**src/rtl/sev_segm2byte_if.sv**
```systemverilog
// sev_segm2byte_if: segment-stream input and decoded-byte output bundle.
//   i_segm        : active-low segment pattern, bit6=g .. bit0=a
//   i_segm_strobe : i_segm / i_digit_sel valid this cycle
//   i_digit_sel   : 0 = low digit, 1 = high digit
//   o_byte        : last published byte
//   o_byte_valid  : one-cycle pulse when o_byte is updated
//   o_pattern_err : one-cycle pulse, frame discarded (bad pattern / digit >= radix)
//   o_seq_err     : one-cycle pulse, digit order violated
// master = stimulus side, slave = decoder side.
interface sev_segm2byte_if;
    logic [6:0] i_segm;
    logic       i_segm_strobe;
    logic       i_digit_sel;
    logic [7:0] o_byte;
    logic       o_byte_valid;
    logic       o_pattern_err;
    logic       o_seq_err;

    modport master (
        output i_segm, i_segm_strobe, i_digit_sel,
        input  o_byte, o_byte_valid, o_pattern_err, o_seq_err
    );

    modport slave (
        input  i_segm, i_segm_strobe, i_digit_sel,
        output o_byte, o_byte_valid, o_pattern_err, o_seq_err
    );
endinterface

```
**src/rtl/sev_segm2byte.sv**
```systemverilog
// sev_segm2byte: decodes a strobed stream of seven-segment digit patterns
// (low digit, then high digit) back into a byte and publishes the byte once
// the same valid frame has been received STABLE consecutive times.
// Ports:
//   i_clk : clock, all logic on the rising edge
//   i_rst : synchronous active-high reset
//   i_bus : sev_segm2byte_if slave modport (segment input, byte/error outputs)
module sev_segm2byte #(
    parameter int NOTATION = 16,  // digit radix, 2..16
    parameter int STABLE   = 2    // identical frames before publishing, 1..15
) (
    input  logic          i_clk,
    input  logic          i_rst,
    sev_segm2byte_if.slave i_bus
);

    localparam logic [4:0] NOT5 = 5'(NOTATION);
    localparam logic [7:0] NOT8 = 8'(NOTATION);
    localparam logic [3:0] STB  = 4'(STABLE);

    typedef enum logic {WAIT_LO, WAIT_HI} state_t;

    state_t     r_state;
    logic [3:0] r_lo;
    logic       r_lo_bad;
    logic [7:0] r_cand;
    logic [3:0] r_count;
    logic [7:0] r_byte;
    logic       r_byte_valid;
    logic       r_pattern_err;
    logic       r_seq_err;

    logic [3:0] w_dig;
    logic       w_pat_ok;
    logic       w_dig_ok;
    logic [7:0] w_value;

    // Active-low pattern decode; anything outside the table (blank included) is invalid.
    always_comb begin
        w_dig    = '0;
        w_pat_ok = 1'b1;
        case (i_bus.i_segm)
            7'b1000000: w_dig = 4'h0;
            7'b1111001: w_dig = 4'h1;
            7'b0100100: w_dig = 4'h2;
            7'b0110000: w_dig = 4'h3;
            7'b0011001: w_dig = 4'h4;
            7'b0010010: w_dig = 4'h5;
            7'b0000010: w_dig = 4'h6;
            7'b1111000: w_dig = 4'h7;
            7'b0000000: w_dig = 4'h8;
            7'b0010000: w_dig = 4'h9;
            7'b0001000: w_dig = 4'hA;
            7'b0000011: w_dig = 4'hB;
            7'b1000110: w_dig = 4'hC;
            7'b0100001: w_dig = 4'hD;
            7'b0000110: w_dig = 4'hE;
            7'b0001110: w_dig = 4'hF;
            default:    w_pat_ok = 1'b0;
        endcase
    end

    assign w_dig_ok = w_pat_ok && ({1'b0, w_dig} < NOT5);
    // Current digit is the high digit whenever this value is consumed.
    assign w_value  = {4'b0000, w_dig} * NOT8 + {4'b0000, r_lo};

    always_ff @(posedge i_clk) begin
        if (i_rst) begin
            r_state       <= WAIT_LO;
            r_lo          <= '0;
            r_lo_bad      <= 1'b0;
            r_cand        <= '0;
            r_count       <= '0;
            r_byte        <= '0;
            r_byte_valid  <= 1'b0;
            r_pattern_err <= 1'b0;
            r_seq_err     <= 1'b0;
        end else begin
            r_byte_valid  <= 1'b0;
            r_pattern_err <= 1'b0;
            r_seq_err     <= 1'b0;
            if (i_bus.i_segm_strobe) begin
                case (r_state)
                    WAIT_LO: begin
                        if (!i_bus.i_digit_sel) begin
                            r_lo     <= w_dig;
                            r_lo_bad <= !w_dig_ok;
                            r_state  <= WAIT_HI;
                        end else begin
                            r_seq_err <= 1'b1;
                        end
                    end
                    WAIT_HI: begin
                        if (!i_bus.i_digit_sel) begin
                            // Repeated low digit: newest one wins.
                            r_lo      <= w_dig;
                            r_lo_bad  <= !w_dig_ok;
                            r_seq_err <= 1'b1;
                        end else begin
                            r_state <= WAIT_LO;
                            if (r_lo_bad || !w_dig_ok) begin
                                r_pattern_err <= 1'b1;
                                r_count       <= '0;
                            end else if (w_value == r_cand && r_count != '0) begin
                                // Saturates at STB, so publish fires only on the transition.
                                if (r_count != STB) begin
                                    r_count <= r_count + 4'd1;
                                    if (r_count + 4'd1 == STB) begin
                                        r_byte       <= w_value;
                                        r_byte_valid <= 1'b1;
                                    end
                                end
                            end else begin
                                r_cand  <= w_value;
                                r_count <= 4'd1;
                                if (STB == 4'd1) begin
                                    r_byte       <= w_value;
                                    r_byte_valid <= 1'b1;
                                end
                            end
                        end
                    end
                    default: r_state <= WAIT_LO;
                endcase
            end
        end
    end

    assign i_bus.o_byte        = r_byte;
    assign i_bus.o_byte_valid  = r_byte_valid;
    assign i_bus.o_pattern_err = r_pattern_err;
    assign i_bus.o_seq_err     = r_seq_err;

endmodule

```
**src/flat_wrapper.sv**
```systemverilog
// flat-port wrapper written by rule: the top's interface ports become plain ports
module sev_segm2byte_flat 
#(
    parameter int NOTATION = 16,                       
    parameter int STABLE   = 2                                                
)
  (i_clk, i_rst, i_bus_i_segm, i_bus_i_segm_strobe, i_bus_i_digit_sel, i_bus_o_byte, i_bus_o_byte_valid, i_bus_o_pattern_err, i_bus_o_seq_err);
  sev_segm2byte_if i_bus_i ();
  input  logic i_clk;
  input  logic i_rst;
  input wire logic [$bits(i_bus_i.i_segm)-1:0] i_bus_i_segm;
  input wire logic [$bits(i_bus_i.i_segm_strobe)-1:0] i_bus_i_segm_strobe;
  input wire logic [$bits(i_bus_i.i_digit_sel)-1:0] i_bus_i_digit_sel;
  output wire logic [$bits(i_bus_i.o_byte)-1:0] i_bus_o_byte;
  output wire logic [$bits(i_bus_i.o_byte_valid)-1:0] i_bus_o_byte_valid;
  output wire logic [$bits(i_bus_i.o_pattern_err)-1:0] i_bus_o_pattern_err;
  output wire logic [$bits(i_bus_i.o_seq_err)-1:0] i_bus_o_seq_err;
  assign i_bus_i.i_segm = i_bus_i_segm;
  assign i_bus_i.i_segm_strobe = i_bus_i_segm_strobe;
  assign i_bus_i.i_digit_sel = i_bus_i_digit_sel;
  assign i_bus_o_byte = i_bus_i.o_byte;
  assign i_bus_o_byte_valid = i_bus_i.o_byte_valid;
  assign i_bus_o_pattern_err = i_bus_i.o_pattern_err;
  assign i_bus_o_seq_err = i_bus_i.o_seq_err;
  sev_segm2byte #(.NOTATION(NOTATION), .STABLE(STABLE)) u_core (.i_clk(i_clk), .i_rst(i_rst), .i_bus(i_bus_i));
endmodule
```
**config.mk**
```make
export PLATFORM = sky130hd
export DESIGN_NAME = sev_segm2byte_flat
export DESIGN_NICKNAME = d
export VERILOG_FILES = /design/src/rtl/sev_segm2byte_if.sv /design/src/rtl/sev_segm2byte.sv /design/src/flat_wrapper.sv
export SDC_FILE = /design/constraint.sdc
export NUM_CORES = 1
export LEC_CHECK = 0
export CAP_MARGIN = 5
export CORE_MARGIN = 1
export CORE_UTILIZATION = 47
export DETAILED_ROUTE_END_ITERATION = 10
export PLACE_DENSITY = 0.68
export SLEW_MARGIN = 0
export SYNTH_ARGS = -nofsm -noshare
export SYNTH_HDL_FRONTEND = slang
export SYNTH_SLANG_ARGS = --single-unit
export TNS_END_PERCENT = 1
```
**constraint.sdc**
```tcl
create_clock -name i_clk -period 3.2 [get_ports i_clk]
set_clock_uncertainty 0.15 [all_clocks]
set_input_delay 0.8 -clock i_clk [delete_from_list [all_inputs] [get_ports i_clk]]
set_output_delay 0.8 -clock i_clk [all_outputs]
set_load 0.02 [all_outputs]
```
# Yosys cells after proc, flatten, opt, wreduce, memory -nomap -nowiden
# Cells that the tools add are included.
[word_totals]
register_bits = 29
inputBits = 11
out_inout_bits = 11
[classes]
n_addsub = 2
eq_ne = 19
mux = 12
n_bitwise = 6
n_reduce_logical = 13
[ops]
columns = ["operator", "n"]
rows = [
  ["one-hot mux 4 bit (15 select lines)", 1],
  ["== test 7 bit, second input constant", 4],
  ["== test 7 x 5 -> 1 bit, second input constant", 3],
  ["== test 7 x 6 -> 1 bit, second input constant", 3],
  ["2-to-1 mux 4 bit", 4],
  ["OR reduction 16 bit", 1],
  ["== test 7 x 2 -> 1 bit, second input constant", 2],
  ["== test 7 x 4 -> 1 bit, second input constant", 2],
  ["adder 8 x 4 -> 8 bit", 1],
  ["== test 8 bit", 1],
  ["== test 7 x 3 -> 1 bit, second input constant", 1],
  ["zero test 7 bit", 1],
  ["AND reduction 7 bit", 1],
  ["OR reduction 7 bit", 1],
  ["2-to-1 mux 1 bit", 6],
  ["NOT 1 bit", 6],
  ["AND reduction 5 bit", 1],
  ["adder 4 x 1 -> 4 bit, second input constant", 1],
  ["== test 4 x 2 -> 1 bit, second input constant", 1],
  ["!= test 4 x 2 -> 1 bit, second input constant", 1],
  ["AND reduction 4 bit", 1],
  ["nonzero test 4 bit", 1],
  ["OR reduction 4 bit", 1],
  ["!= test 3 x 2 -> 1 bit, second input constant", 1],
  ["other kinds (6)", 6],
]

# Depth between registers and ports, before layout
[logic_depth]
depth_word = 7
depth_mapped = 9
mapped_depth_nobuf = 8

# Worst setup path before layout
# OpenSTA, ideal clock, no wires.
[synth_timing]
path_type = "input to register"
startpoint = "in i_bus_i_segm[4]"
endpoint = "reg u_core.r_byte[7], in the netlist u_core.i_bus.o_byte[7]"
setup_ns = 0.121
arrival_time_ns = 2.617
path_slack_ns = 0.312
path_stages = 7
path_buffers = 1
path_cell_list = "buf_4 o41ai_1 nor4bb_1 o41a_4 o2111ai_2 nor2_4 mux2_4"
[synth_via]
elab_chain_cells = 7
[synth_rtl]
columns = ["item", "line", "source"]
rows = [
  ["from (decl)", "flat_wrapper.sv:11", "input wire logic [$bits(i_bus_i.i_segm)-1:0] i_bus_i_segm;"],
  ["parallel branches: the longest is 7 deep, another holds adder 8 x 4 -> 8 bit", "--", ""],
  ["to (signal assigned)", "sev_segm2byte.sv:109", "r_byte <= w_value;"],
  ["to (signal assigned)", "sev_segm2byte.sv:117", "r_byte <= w_value;"],
  ["to (decl)", "sev_segm2byte.sv:28", "logic [7:0] r_byte;"],
]
# Several ways; the timed one is not identified.
# A chain may end at the register's enable or synchronous reset.

# Worst setup path after layout
[layout_timing]
startpoint = "in i_bus_i_segm[6]"
endpoint = "reg u_core.r_byte[7], in the netlist u_core.i_bus.o_byte[7]"
# Same word-level chain as after synthesis.

==> results_dict.tcl <==
set metrics [dict create \
    drive_gt1_frac 0.2500 \
    postLayoutCoreUtil 0.6410 \
    cts_setup_buffers 0 \
    rsz0062_at_grt "no" \
    synthTopCellsByArea "dfxtp_1, nand2b_1, mux2i_1" \
    power.share.sequential 0.467 \
    tritoncts_num_sinks 29 \
    vdd_drop_max_mv 0.3410 \
    drc 0 \
    cts_tree "built" \
    outcome "completed" \
    dieArea_sq_um 4351 \
    p_clk_frac 0.380 \
    portBuffers 21 \
    synthesis.area_sq_um 1923 \
    dpl.cell_count 293 \
    max_slew_margin 0.5939 \
    leakagePower_nw 0.8902 \
    hold_viol 0 \
    period_share 0.9604 \
    antenna_found_initial 0 \
    place.gp.congestion 0.9098 \
    synthArstFlopShare 0 \
    yosysUniqueCellTypes 62 \
    worst_slew_pin_slew_ns 0.6072 \
    grt_max_degree 21 \
    clk_latency_ns 0.28 \
    mostFrequentLayoutCells "buf_4, dfxtp_1, clkdlybuf4s50_1" \
    cts-root-buf "clkbuf_8" \
    cp.required_ns 3.22 \
    rows 22 \
    wl_met3_um 198 \
    hold_buffers 0 \
    io_pins 22 \
    viasPerCell 5.580 \
    hold_class "reg2reg" \
    yosys_warnings 0 \
    fmax_mhz 325.4 \
    ys_ff_latch 29 \
    cts.htree.levels 2 \
    clock_path_buffers 2 \
    layout_min_cycle_time_ns 3.073 \
    drv_cap 0 \
    grt_remaining_overflow 0 \
    ant_nets 0 \
    fin_nets 267 \
    hpwl_um 3530 \
    powerDensity_nw_per_um2 327.5 \
    p_int_uw 597.3 \
    yosys.area.top_type "dfxtp_1" \
    synth_top_area_frac 0.3019 \
    arrival_ns 3.09 \
    final-max-slew-violation-count 0 \
    first_pass_iters 4 \
    routed_wl_um 4527 \
    highest_layer "met4" \
    cts_resized 0 \
    vias 1674 \
    ys_seq_area_frac 0.3019 \
    initial_core_util 0.5063 \
    cts_buffers 5 \
    crit_path_max_fanout 10 \
    syn_inst 208 \
    dr_wl_met2_um 2289 \
    critPathCaptureType "register" \
    area_growth_pct 26.61 \
    synth_ff_type "dfxtp_1" \
    hold_slack_ns 0.3236 \
    avgSynthCellArea_sq_um 9.246 \
    synth_edf_count 0 \
    grt_pass1_wl_um 7665 \
    drt_iter0_markers 64 \
    chipHeight_um 65.97 \
    drt-met1-wl_um 1956 \
    grt_usage 0.2342 \
    startpoint_type "primary input" \
    final-setup-viol-count 0 \
    n_antenna_cell 0 \
    avgRoutedWirePerCell_um 15.09 \
    crit_type "in2reg" \
    final_common_cell "buf_4" \
    netSwitchingPower_uw 200.0 \
    pwr-share-comb 0.153 \
    die_w_um 65.97 \
    swShare 0.2508 \
    grt_pass1_vias 1700 \
    synth_nets 223 \
    fin_cells 300 \
    path_clk_slew_ns 0.06 \
    core_sq_um 3799 \
]
==> path summary, 6_finish.rpt <==
kind                                                     startpoint                                  end  slack, ns  cells past startpoint
worst max-delay path                                i_bus_i_segm[6]  u_core.i_bus.o_byte[7]$_SDFFE_PP0P_       0.13                      8
worst min-delay path            u_core.i_bus.o_byte[6]$_SDFFE_PP0P_  u_core.i_bus.o_byte[6]$_SDFFE_PP0P_       0.32                      2
worst max register to register       u_core.r_count[0]$_SDFFE_PP0P_  u_core.i_bus.o_byte[7]$_SDFFE_PP0P_       0.82                      6
worst min register to register  u_core.i_bus.o_byte[6]$_SDFFE_PP0P_  u_core.i_bus.o_byte[6]$_SDFFE_PP0P_       0.32                      2
==> critical path: stages <==
cell             delay (ns)
clkdlybuf4s50_1        0.66
nand2_1                0.18
a32oi_2                0.35
nand2_1                0.15
o41a_4                 0.47
o2111ai_2              0.11
nor2_4                 0.06
mux2_4                 0.31
==> per-stage QoR <==
| step | setup slack (ns) | area (sq um) | total power, mW | setup TNS (ns) |
|---|---|---|---|---|
| finish | 0.1267 | 2435 | 0.7973 | 0 |
| global route | 0.0005245 | 2435 | 0.8301 | 0 |
| CTS | 0.01299 | 2416 | 0.8015 | 0 |
| detailed placement | -0.2525 | 2330 | 0.5006 | -3.907 |
| global placement | -0.1957 | 2330 | 0.4970 | -2.690 |
| floorplan | 0.3117 | 1923 | 0.4565 | 0 |
==> synth_stat cells, types with 2 or more instances <==
cell type	number
dfxtp_1	29
nand2b_1	16
a21oi_1	13
nand2_1	12
nor2_1	11
mux2i_1	8
nor3_1	8
inv_1	7
nand3_1	7
nor2b_1	6
xnor2_1	6
a211oi_1	5
clkbuf_1	5
o21ai_0	5
a21o_1	4
ha_1	4
buf_4	3
buf_6	3
o41ai_1	3
a31oi_1	2
and4b_1	2
buf_2	2
mux2_4	2
nand4_1	2
nor3b_1	2
nor4bb_1	2
o21ai_2	2
or3_1	2
xor2_1	2
==> sequential cells by signal, summed over array words and instances (netlist names) <==
name / count
u_core.r_lo_bad: 1
u_core.r_lo: 4
u_core.r_count: 4
u_core.i_bus.o_seq_err: 1
u_core.r_state: 1
u_core.i_bus.o_byte_valid: 1
u_core.i_bus.o_pattern_err: 1
u_core.r_cand: 8
u_core.i_bus.o_byte: 8
==> cell type report <==
type / instances / area, sq um
multi-input cells: 158 / 1241
inverters: 7 / 26.28
repair buffers: 51 / 440.4
well taps: 48 / 60.06
fillers: 323 / 1364
flip-flops and latches: 29 / 580.6
clock buffers: 7 / 86.33
==> power by group through the flow <==
stage | registers (mW) | logic [mW] | clock network [mW]
floorplan | 0.380 | 0.0764 | 0
global route | 0.373 | 0.133 | 0.325
global placement | 0.380 | 0.117 | 0
finish | 0.372 | 0.122 | 0.303
CTS | 0.372 | 0.121 | 0.308
detailed placement | 0.380 | 0.121 | 0
==> kinds of logic after synthesis <==
kind of cell,count (synthesis),synth area share
flops,29,0.3019
compound gates,51,0.2368
mux,10,0.05726
simple gates,85,0.2817
xor+xnor,8,0.03644
fa+ha+maj,4,0.02603
buf+inv,21,0.05986
==> routing by layer <==
| metal | up-vias | global-route usage |
|---|---|---|
| met2 | 40 | 0.4171 |
| met3 | 11 | 0.05172 |
| li1 | 840 | - |
| met4 | 0 | 0.09574 |
| met1 | 783 | 0.2674 |
| met5 | - | 0 |
No activity file was read; power rests on OpenSTA's default activity.
==> patch (config.mk and constraints unchanged) <==
Reset style: asynchronous (`i_rst`), changed in one clocked block. Comments in the files are not updated.
--- a/src/rtl/sev_segm2byte.sv
+++ b/src/rtl/sev_segm2byte.sv
@@ -65,5 +65,5 @@
     assign w_value  = {4'b0000, w_dig} * NOT8 + {4'b0000, r_lo};
 
-    always_ff @(posedge i_clk) begin
+    always_ff @(posedge i_clk or posedge i_rst) begin
         if (i_rst) begin
             r_state       <= WAIT_LO;
Behaviour: differs if i_rst is asserted again (counterexample within 4 cycles, from zero or initial values and one cycle with i_rst high); with i_rst held inactive, the same outputs for 4 cycles.
==> patch against the original RTL <==
- non-clock buffer count fell by 1
- wire length fell by 11%
- sequential cell count did not move
- count of clock-buffer cells in the layout fell by 2
- area after synthesis fell by 8.7%
- die area fell by 8.5%
- setup slack improved by 0.011 ns
- final area fell by 2.3%
- total power rose by 12%
- final cell count fell by 7.7%
==> patch: results (changes against the original RTL) <==
outcome=finished, final reports clean; drt pass-1 iters=4 (unchanged); share of flip-flops with an asynchronous set or reset=100% (+100 points); clock latency on the worst-skew pair=0.28 ns (about the same); Rel. slew slack=75.6% (+16 points); crit path DAT=3.07 ns (-0.02 ns); ranking of synthesized cells by area=dfrtp_1 (41%), mux2_1 (5.1%), nand2_1 (3.8%); gp weighted congestion=0.870 (-4.4%); clk buf depth=2 (unchanged); static leakage=1.12 nW (+26%); I/O Buffers=21 (unchanged); Hold Path Class=flop to flop; Critical Path Fanout Max=8 (-2); Via Count=1,529 (-8.7%); VDD IR max=267 µV (-22%); post-synth cell types=44 (-29%); DPL Wire Length=2990 µm (-15%); Seq/Total Area, Yosys=41.3% (+11 points); syn nets=196 (-12%); ANT cells=0 (unchanged); GRT Total Usage=21.8% (-1.6 points); Synth Warn #=0 (unchanged); CTS Buf Count=5 (unchanged); DP Worst Slack=-0.443 ns (-0.191 ns); Root Driver=clkbuf_8; fin nets=245 (-8.2%); H-tree levels=2 (unchanged); dominant synthesized flop cell=dfrtp_1; drt initial violations=79 (+23%); share of cells above drive strength 1=24.7% (-0.32 points); top cells by count, synth=dfrtp_1 (29), nand2_1 (18), nor2_1 (12), o21ai_0 (10), inv_1 (9); pin count of the biggest net entering global routing=30 (+43%); Routed wire per std cell=14.6 µm (-3.1%); clk slew on worst S/H paths=0.07 ns; antenna violations before repair=0 (unchanged); first-pass GRT wire length=6730 µm (-12%)
-- patch: changes by cell type in the layout (fill, tap and decap cells not counted), moves of 6 or more --
cell      change
dfrtp_1      +29
dfxtp_1      -29
nand2b_1     -14
a21oi_1       -9
mux2_1        +7
nand2_1       +6
-- patch: area by class of cell --
class / instances / area, µm²
repair buffers: 50 / 449
multi-input cells: 135 / 1030
well taps: 46 / 57.6
clock buffers: 5 / 68.8
flip-flops and latches: 29 / 726
inverters: 9 / 33.8
fillers: 271 / 1090
clock inverters: 3 / 17.5
-- patch: power by group --
| group | switching (mW) | internal [mW] | leakage [nW] | total [mW] |
|---|---|---|---|---|
| logic | 0.101 | 0.0943 | 0.704 | 0.195 |
| clock network | 0.141 | 0.150 | 0.0439 | 0.291 |
| registers | 0.0184 | 0.387 | 0.376 | 0.406 |
-- patch: what timing repair did --
action | 4_1_cts | 5_1_grt
resized for setup | 8 | 17
endpoints found under the setup margin | 12 | 12
pin swaps | 2 | 5
setup buffers | 0 | 2
-- patch: worst paths after layout --
kind,endpoint,cells after the start,slack (ns),from
worst min register to register,u_core.i_bus.o_byte[3],1,0.35,u_core.i_bus.o_byte[3]
worst min-delay path,u_core.i_bus.o_byte[3],1,0.35,u_core.i_bus.o_byte[3]
max in group asynchronous,u_core.r_cand[5],3,1.90,i_rst
min in group asynchronous,u_core.r_lo[3],3,0.73,i_rst
worst max-delay path,u_core.i_bus.o_byte[4],9,0.14,i_bus_i_segm[0]
worst max register to register,u_core.i_bus.o_byte[4],8,0.89,u_core.r_count[0]
-- patch: metal layers --
metal / vias up / wire, µm / track usage, %
met4: 0 / 42 / 7.27
met2: 35 / 2040 / 36.4
met1: 745 / 1820 / 26.8
met3: 6 / 146 / 6.34
met5: - / 0 / 0
li1: 743 / - / -
-- patch: per-stage QoR --
stage	instances	setup TNS (ns)	util, %	power, mW	instance area [µm²]
after floorplan	181	0	-	0.512	1760
after global placement	267	-4.20	63.1	0.590	2190
after detailed placement	267	-5.43	63.1	0.597	2190
after CTS	275	-0.0257	66.2	0.888	2290
after global routing	277	0	68.6	0.939	2380
final	277	0	68.6	0.892	2380
-- patch: cells by family after synthesis --
family / count (synthesis) / synth area share, %
mux: 16 / 9.91
compound gates: 32 / 13.3
buf+inv: 17 / 4.42
flops: 29 / 41.3
fa+ha+maj: 4 / 2.85
xor+xnor: 9 / 4.49
simple gates: 74 / 23.7
-- patch: critical path: stages --
cell	delay, ns
dlygate4sd2_1	0.38
nor2_1	0.12
mux2i_2	0.19
o21ai_2	0.09
or3_4	0.41
a2111oi_4	0.36
and4_1	0.25
buf_6	0.14
mux2_1	0.33
